==> src/rtl/writeback_arbiter_if.sv <==
// Two-lane writeback request bus plus the register-file write port and
// hazard/occupancy status driven back by the arbiter.
interface writeback_arbiter_if #(
    parameter int DEPTH  = 4,
    parameter int DATA_W = 16,
    parameter int REG_AW = 3
) ();
    localparam int CNT_W = $clog2(DEPTH + 1);
    localparam int NREG  = 2 ** REG_AW;

    logic              iswb0;
    logic              isld0;
    logic [15:0]       instr0;
    logic [DATA_W-1:0] ldresult0;
    logic [DATA_W-1:0] aluresult0;
    logic              iswb1;
    logic              isld1;
    logic [15:0]       instr1;
    logic [DATA_W-1:0] ldresult1;
    logic [DATA_W-1:0] aluresult1;

    logic              stall;
    logic              rf_we;
    logic [REG_AW-1:0] rf_waddr;
    logic [DATA_W-1:0] rf_wdata;
    logic [NREG-1:0]   pending;
    logic [CNT_W-1:0]  count;

    modport slave (
        input  iswb0, isld0, instr0, ldresult0, aluresult0,
        input  iswb1, isld1, instr1, ldresult1, aluresult1,
        output stall, rf_we, rf_waddr, rf_wdata, pending, count
    );

    modport master (
        output iswb0, isld0, instr0, ldresult0, aluresult0,
        output iswb1, isld1, instr1, ldresult1, aluresult1,
        input  stall, rf_we, rf_waddr, rf_wdata, pending, count
    );
endinterface

==> src/rtl/writeback_arbiter.sv <==
// In-order writeback queue: accepts up to two lane results per cycle and
// drains one register-file write per cycle, exporting a pending-register mask.
module writeback_arbiter #(
    parameter int DEPTH  = 4,
    parameter int DATA_W = 16,
    parameter int REG_AW = 3
) (
    input  logic               clk,
    input  logic               rst,
    writeback_arbiter_if.slave wb
);
    localparam int PW   = (DEPTH > 1) ? $clog2(DEPTH) : 1;
    localparam int CW   = $clog2(DEPTH + 1);
    localparam int NREG = 2 ** REG_AW;

    logic [CW-1:0]     count_reg, count_next;
    logic [PW-1:0]     wptr_reg, wptr_next;
    logic [PW-1:0]     rptr_reg, rptr_next;
    logic [PW-1:0]     slot1;
    logic [DEPTH-1:0]  valid_reg, valid_next;
    logic [REG_AW-1:0] addr_mem [DEPTH];
    logic [DATA_W-1:0] data_mem [DEPTH];
    logic [NREG-1:0]   entry_mask [DEPTH];

    logic              we_reg;
    logic [REG_AW-1:0] waddr_reg;
    logic [DATA_W-1:0] wdata_reg;

    logic              stall, wr0, wr1, deq;
    logic [REG_AW-1:0] addr0, addr1;
    logic [DATA_W-1:0] data0, data1;
    logic [NREG-1:0]   pending;

    function automatic logic [PW-1:0] ptr_inc(input logic [PW-1:0] p);
        return (p == PW'(DEPTH - 1)) ? '0 : p + 1'b1;
    endfunction

    // Leaving two free slots guarantees a dual accept can always land.
    assign stall = count_reg > CW'(DEPTH - 2);
    assign addr0 = wb.instr0[8 +: REG_AW];
    assign addr1 = wb.instr1[8 +: REG_AW];
    assign data0 = wb.isld0 ? wb.ldresult0 : wb.aluresult0;
    assign data1 = wb.isld1 ? wb.ldresult1 : wb.aluresult1;

    // Same-destination pair: the younger lane1 write supersedes lane0.
    assign wr1 = !stall && wb.iswb1;
    assign wr0 = !stall && wb.iswb0 && !(wb.iswb1 && (addr0 == addr1));
    assign deq = (count_reg != '0);

    always_comb begin
        slot1      = wr0 ? ptr_inc(wptr_reg) : wptr_reg;
        wptr_next  = wr1 ? ptr_inc(slot1) : (wr0 ? ptr_inc(wptr_reg) : wptr_reg);
        rptr_next  = deq ? ptr_inc(rptr_reg) : rptr_reg;
        count_next = count_reg + CW'(wr0) + CW'(wr1) - CW'(deq);
        valid_next = valid_reg;
        if (deq) begin
            valid_next[rptr_reg] = 1'b0;
        end
        if (wr0) begin
            valid_next[wptr_reg] = 1'b1;
        end
        if (wr1) begin
            valid_next[slot1] = 1'b1;
        end
    end

    always_ff @(posedge clk) begin
        if (rst) begin
            count_reg <= '0;
            wptr_reg  <= '0;
            rptr_reg  <= '0;
            valid_reg <= '0;
            we_reg    <= 1'b0;
            waddr_reg <= '0;
            wdata_reg <= '0;
        end else begin
            count_reg <= count_next;
            wptr_reg  <= wptr_next;
            rptr_reg  <= rptr_next;
            valid_reg <= valid_next;
            we_reg    <= deq;
            if (deq) begin
                waddr_reg <= addr_mem[rptr_reg];
                wdata_reg <= data_mem[rptr_reg];
            end
        end
    end

    // Storage carries no reset; validity is tracked separately in valid_reg.
    always_ff @(posedge clk) begin
        if (wr0) begin
            addr_mem[wptr_reg] <= addr0;
            data_mem[wptr_reg] <= data0;
        end
        if (wr1) begin
            addr_mem[slot1] <= addr1;
            data_mem[slot1] <= data1;
        end
    end

    generate
        for (genvar gi = 0; gi < DEPTH; gi++) begin : g_mask
            assign entry_mask[gi] = valid_reg[gi] ? (NREG'(1) << addr_mem[gi]) : '0;
        end
    endgenerate

    always_comb begin
        pending = we_reg ? (NREG'(1) << waddr_reg) : '0;
        for (int i = 0; i < DEPTH; i++) begin
            pending = pending | entry_mask[i];
        end
    end

    assign wb.stall    = stall;
    assign wb.rf_we    = we_reg;
    assign wb.rf_waddr = waddr_reg;
    assign wb.rf_wdata = wdata_reg;
    assign wb.pending  = pending;
    assign wb.count    = count_reg;
endmodule

==> src/flat_wrapper.sv <==
// flat-port wrapper written by rule: the top's interface ports become plain ports
module writeback_arbiter_flat 
#(
    parameter int DEPTH  = 4,
    parameter int DATA_W = 16,
    parameter int REG_AW = 3
)
  (clk, rst, wb_iswb0, wb_isld0, wb_instr0, wb_ldresult0, wb_aluresult0, wb_iswb1, wb_isld1, wb_instr1, wb_ldresult1, wb_aluresult1, wb_stall, wb_rf_we, wb_rf_waddr, wb_rf_wdata, wb_pending, wb_count);
  writeback_arbiter_if #(.DEPTH(DEPTH), .DATA_W(DATA_W), .REG_AW(REG_AW)) wb_i ();
  input  logic clk;
  input  logic rst;
  input wire logic [$bits(wb_i.iswb0)-1:0] wb_iswb0;
  input wire logic [$bits(wb_i.isld0)-1:0] wb_isld0;
  input wire logic [$bits(wb_i.instr0)-1:0] wb_instr0;
  input wire logic [$bits(wb_i.ldresult0)-1:0] wb_ldresult0;
  input wire logic [$bits(wb_i.aluresult0)-1:0] wb_aluresult0;
  input wire logic [$bits(wb_i.iswb1)-1:0] wb_iswb1;
  input wire logic [$bits(wb_i.isld1)-1:0] wb_isld1;
  input wire logic [$bits(wb_i.instr1)-1:0] wb_instr1;
  input wire logic [$bits(wb_i.ldresult1)-1:0] wb_ldresult1;
  input wire logic [$bits(wb_i.aluresult1)-1:0] wb_aluresult1;
  output wire logic [$bits(wb_i.stall)-1:0] wb_stall;
  output wire logic [$bits(wb_i.rf_we)-1:0] wb_rf_we;
  output wire logic [$bits(wb_i.rf_waddr)-1:0] wb_rf_waddr;
  output wire logic [$bits(wb_i.rf_wdata)-1:0] wb_rf_wdata;
  output wire logic [$bits(wb_i.pending)-1:0] wb_pending;
  output wire logic [$bits(wb_i.count)-1:0] wb_count;
  assign wb_i.iswb0 = wb_iswb0;
  assign wb_i.isld0 = wb_isld0;
  assign wb_i.instr0 = wb_instr0;
  assign wb_i.ldresult0 = wb_ldresult0;
  assign wb_i.aluresult0 = wb_aluresult0;
  assign wb_i.iswb1 = wb_iswb1;
  assign wb_i.isld1 = wb_isld1;
  assign wb_i.instr1 = wb_instr1;
  assign wb_i.ldresult1 = wb_ldresult1;
  assign wb_i.aluresult1 = wb_aluresult1;
  assign wb_stall = wb_i.stall;
  assign wb_rf_we = wb_i.rf_we;
  assign wb_rf_waddr = wb_i.rf_waddr;
  assign wb_rf_wdata = wb_i.rf_wdata;
  assign wb_pending = wb_i.pending;
  assign wb_count = wb_i.count;
  writeback_arbiter #(.DEPTH(DEPTH), .DATA_W(DATA_W), .REG_AW(REG_AW)) u_core (.clk(clk), .rst(rst), .wb(wb_i));
endmodule
==> config.mk <==
export PLATFORM = sky130hd
export DESIGN_NAME = writeback_arbiter_flat
export DESIGN_NICKNAME = d
export VERILOG_FILES = /design/src/rtl/writeback_arbiter_if.sv /design/src/rtl/writeback_arbiter.sv /design/src/flat_wrapper.sv
export SDC_FILE = /design/constraint.sdc
export NUM_CORES = 1
export LEC_CHECK = 0
export ABC_AREA = 0
export CELL_PAD_IN_SITES_DETAIL_PLACEMENT = 1
export CELL_PAD_IN_SITES_GLOBAL_PLACEMENT = 2
export CORE_ASPECT_RATIO = 1.75
export CORE_MARGIN = 3
export CORE_UTILIZATION = 33
export CTS_CLUSTER_DIAMETER = 150
export DETAILED_ROUTE_END_ITERATION = 8
export PLACE_DENSITY = 0.87
export SYNTH_ARGS = -nofsm -noshare
export SYNTH_HDL_FRONTEND = slang
export SYNTH_SLANG_ARGS = --single-unit
==> constraint.sdc <==
create_clock -name clk -period 3.9 [get_ports clk]
set_clock_uncertainty 0.2 [all_clocks]
set_input_delay 1.17 -clock clk [delete_from_list [all_inputs] [get_ports clk]]
set_output_delay 1.17 -clock clk [all_outputs]
set_load 0.02 [all_outputs]
-- Word-level counts from Yosys, hierarchy flattened
Memory sizes are Yosys's and may differ from the RTL's. A register that Yosys moved wholly into a read port is not among the register bits.
Cells that the tools add are included.
- add/subtract/negate cells: 6
- magnitude comparators: 7
- equal/unequal tests: 4
- shifts and indexed selects: 5
- multiplexer cells: 25
- bitwise gates (word level): 8
- reductions and logical operators: 10
- operators with widths (cell ; count):
    $mux W8 ; 5
    $shl A1 B3 Y8 const A ; 5
    $mux W16 ; 2
    $or A8 B8 Y8 ; 4
    $mux W4 ; 3
    $mux W2 ; 5
    $lt A2 B3 Y1 const B ; 3
    $or A4 B4 Y4 ; 2
    $logic_and A1 B1 Y1 ; 7
    $mux W1 ; 7
    $add A2 B1 Y2 const B ; 3
    $add A3 B1 Y3 ; 2
    $demux W1 S2 ; 3
    $eq A2 B2 Y1 const B ; 3
    $ge A2 B1 Y1 const B ; 3
    $and A4 B4 Y4 ; 1
    $not A4 Y4 ; 1
    $eq A3 B3 Y1 ; 1
    $gt A3 B2 Y1 const B ; 1
    $reduce_bool A3 Y1 ; 1
    $sub A3 B1 Y3 ; 1
    $logic_not A1 Y1 ; 2
- bits in registers: 12
- bits in writable memories: 76
- output and inout port bits: 32
- word-level logic and storage cells: 72
- memories: 2
- memories (memory ; words ; width ; read ports ; clocked after Yosys merged registers in ; wr ports ; line ; RTL):
    u_core.data_mem ; 4 ; 16 ; 1 ; 1 ; 2 ; writeback_arbiter.sv:22 ; logic [DATA_W-1:0] data_mem [DEPTH];
    u_core.addr_mem ; 4 ; 3 ; 5 ; 1 ; 2 ; writeback_arbiter.sv:21 ; logic [REG_AW-1:0] addr_mem [DEPTH];

-- Depth between registers and ports, before layout
- depth in word-level cells: 11
- gate-level depth with buffers: 12

-- Worst setup path after synthesis
No wires, ideal clock.
- kind: input to register
- start: input port wb_instr1[8]
- end: memory u_core.addr_mem[3][0], enable pin
- setup time: 386 ps
- data arrival time: 2938 ps
- setup slack: 375 ps
- cell stages on the path: 8
- cell sequence: xnor2_1 a41oi_2 and2_1 a21o_1 ha_1 nand2_2 buf_2 nand2_1
- RTL lines (what ; line ; RTL):
    from (decl) ; flat_wrapper.sv:19 ; input wire logic [$bits(wb_i.instr1)-1:0] wb_instr1;
    to (decl) ; writeback_arbiter.sv:21 ;

==> metrics.log <==
INFO  metric final_net_count = 713
INFO  metric critical_path.startpoint = wb_instr1[9]
INFO  metric grt_start_max_net_pins = 26
INFO  metric timing_worst_setup_path_type = in2reg
INFO  metric tritoncts = built
INFO  metric totalWireLength = 16.3 mm
INFO  metric antennaDiodeCount = 0
INFO  metric irDropWorstVdd = 0.294 mV
INFO  metric synth_cell_type_count = 43
INFO  metric worst_hold_path_type = reg2reg
INFO  metric share_of_the_synthesized_area_in_the_top_cell_type = 39.3%
INFO  metric die_h = 182 um
INFO  metric placementRows = 63
INFO  metric first_pass_grt_wire_length = around 25 mm
INFO  metric end_kind = flip-flop
INFO  metric number_of_flops_mapped_to_enable_cells_by_yosys = 76
INFO  metric powerDensity = 717 nW/um^2
INFO  metric max_cap_viol_count = 0
INFO  metric clock_tree.buffer_depth = 2
INFO  metric ys_seq_elements = 107
INFO  metric result_of_the_run = complete, no violations
INFO  metric worst_skew_pair.late_latency = 0.34 ns
INFO  metric number_of_antenna_violations_at_the_first_check_in_global_routing = 0
INFO  metric timing.reg2reg.setup_slack = 1.05 ns
INFO  metric r2r_start = u_core.wb.count[0]
INFO  metric drtPass1Iterations = 4
INFO  metric final_cell_count_no_fill = ~830
INFO  metric fmax = between 200 and 300 MHz
INFO  metric cp_max_fo = 9
INFO  metric preCtsSetupSlack = 0.0104 ns
INFO  metric port_buffers = about 110
INFO  metric place.detailed.instances = a little over 800
INFO  metric finalCritPeriodShare = about 91%
INFO  metric floorplan.initialDensity = 34.0%
INFO  metric htree_levels = 3
INFO  metric clockRootBuffer = clkbuf_16
INFO  metric drtAntennaViolNets = 0
INFO  metric drt_drc_violations_left = 0
INFO  metric setup.worst_path.start_class = input pin
INFO  metric worst_ep_arrival_time = 3.55 ns
INFO  metric synth.avg_cell_area = 12.4 um^2
INFO  metric synthDominantAreaCellType = edfxtp_1
INFO  metric hold_viol = 0
INFO  metric rr_endpoint = u_core.wb.count[2]
INFO  metric mapped_cell_area = just under 6000 um^2
INFO  metric worstRegToRegCells = 9
INFO  metric totalNegativeSetupSlack = 0 ns
INFO  metric slowest_stage = clkdlybuf4s50_1
INFO  metric avgViaCountPerCell = approximately 5.2
INFO  metric critical_path_s_largest_stage_delay = 0.46 ns
INFO  metric routedWlPerCell = about 20 um
INFO  metric synth_sequential_area_ratio = 50.0%
INFO  metric detailed_place_hpwl = 12.4 mm
INFO  metric postCtsSetupRepairBufs = 0
INFO  metric cts_inserted_buffers = 9
INFO  metric detailedRoute.firstIterationViolations = 168
INFO  metric clk_transition_reported_paths = 0.07 ns
INFO  metric layout_min_cycle_time = 3.56 ns
INFO  metric grt_overflow_total = 0
INFO  metric power.total = 5.49 mW
INFO  metric leakagePower = about 3.2 nW
INFO  metric floorplan.die_area = 19300 um^2
INFO  metric chipWidth = 106 um
INFO  metric cts_num_sinks = 107
INFO  metric worst-slew-pin-transition = 1.13 ns
INFO  metric ios = 134
INFO  metric dominantRegCellSynth = edfxtp_1
INFO  metric max-slew-margin-rel = 24.6%
INFO  metric grt_setup_unrepaired = false
INFO  metric async_set_or_reset_register_ratio_after_synthesis = 0%
INFO  metric layout_common_cells = clkdlybuf4s50_1, mux2i_1, edfxtp_1
INFO  metric synthCells = 467
INFO  metric max_flop_register = u_core.data_mem
INFO  metric fin_hold_ws = 0.258 ns
INFO  metric setup_violations = 0
INFO  metric worst_setup_path_endpoint = u_core.data_mem[3][15]
INFO  metric coreArea = 17100 um^2
INFO  metric drive_above_1_share = 14.5%
INFO  metric first_global_vias = between 4000 and 5000
INFO  metric path_cells = clkdlybuf4s50_1 -> xnor2_1 -> a41oi_2 -> and2_1 -> buf_4 -> a21o_1 -> ha_1 -> nand2_2 -> buf_4 -> mux2i_1
INFO  metric synth.area.top_cells = edfxtp_1, mux2i_1, dfxtp_1
INFO  metric hold_buffers = 0
INFO  metric final_common_cell = clkdlybuf4s50_1
INFO  metric timing.critical_path.required = roughly 3.9 ns
INFO  metric ys_warn_count = 0
INFO  metric postLayoutSetupSlackWorst = between 0.3 and 0.4 ns
INFO  metric gpl.final_weighted_congestion = 0.886
INFO  metric slew_viol_final = 0
INFO  metric largest_register_ffs = 64
INFO  metric mappedNetlistNets = a little under 600
INFO  metric worst_path_most_repeated_cell = buf_4
INFO  metric track_usage = 17.1%
INFO  metric vias = 4279
INFO  metric area.growth.synth_to_final = 31.9%
INFO  metric post_cts_resize_count = 0
==> cell families after synthesis <==
logic type                 Yosys count  share of synthesized area, %
AOI/OAI and AO/OA                   54                          6.05
buffers and inverters               42                          3.47
DFF                                107                          50.0
adders and majority gates           16                          3.70
xor gates and xnor gates             4                         0.603
and+or+nand+nor                    117                          9.86
muxes                              127                          26.4
==> how the worst min path moves through the flow <==
stage                      startpoint                      to  slack (ns)  cells past startpoint
5_1_grt        u_core.wb.rf_wdata[15]  u_core.wb.rf_wdata[15]        0.27                      2
3_3_place_gp   u_core.wb.rf_wdata[15]  u_core.wb.rf_wdata[15]        0.24                      2
4_1_cts        u_core.wb.rf_wdata[15]  u_core.wb.rf_wdata[15]        0.26                      2
3_5_place_dp   u_core.wb.rf_wdata[15]  u_core.wb.rf_wdata[15]        0.25                      2
2_1_floorplan     u_core.valid_reg[1]     u_core.valid_reg[1]        0.27                      2
6_report       u_core.wb.rf_wdata[15]  u_core.wb.rf_wdata[15]        0.26                      2
==> stage by stage <==
step,utilization (%),cell area (um^2)
finish,44.8,7660
global route,44.8,7660
CTS,44.8,7660
detailed placement,43.2,7380
global placement,43.2,7380
floorplan,-,5810
==> layout make-up <==
type,count,area [um^2]
tap,227,284
clock inverter,5,37.5
timing repair buffer,138,1400
multi-input combinational,318,2710
inverter,21,78.8
fill,1863,9440
sequential,107,2900
clock buffer,11,243
==> synth_stat cells (all sizes together) (3+ instances only) <==
cell type / instances
a21oi: 29
nor2: 9
nand4: 7
nor3: 7
a32oi: 6
a22oi: 3
buf: 11
nand3: 14
nor2b: 13
ha: 14
a41oi: 3
mux4: 19
clkbuf: 10
nand2: 59
a31oi: 5
inv: 21
mux2: 12
xnor2: 3
dfxtp: 31
edfxtp: 76
mux2i: 96
==> routing by layer <==
metal	vias to the layer above	track usage [%]	wire length, um
li1	2011	-	-
met5	-	0	0
met2	106	35.0	9640
met4	0	7.52	556
met1	2134	16.6	5640
met3	28	1.81	492
==> critical path, delay by kind of cell <==
kind	cells	cell delay, ns
buf+inv	3	0.88
simple gates	2	0.38
compound gates	2	0.35
xor+xnor	1	0.27
fa+ha+maj	1	0.26
mux	1	0.23
==> report_power, final <==
| part | internal (mW) | total, mW | switching, mW |
|---|---|---|---|
| sequential | 1.71 | 2.08 | 0.367 |
| clock | 0.455 | 0.867 | 0.412 |
| combinational | 1.23 | 2.54 | 1.31 |
| total | 3.40 | 5.49 | 2.09 |
Power figures use the tool's default switching activity.
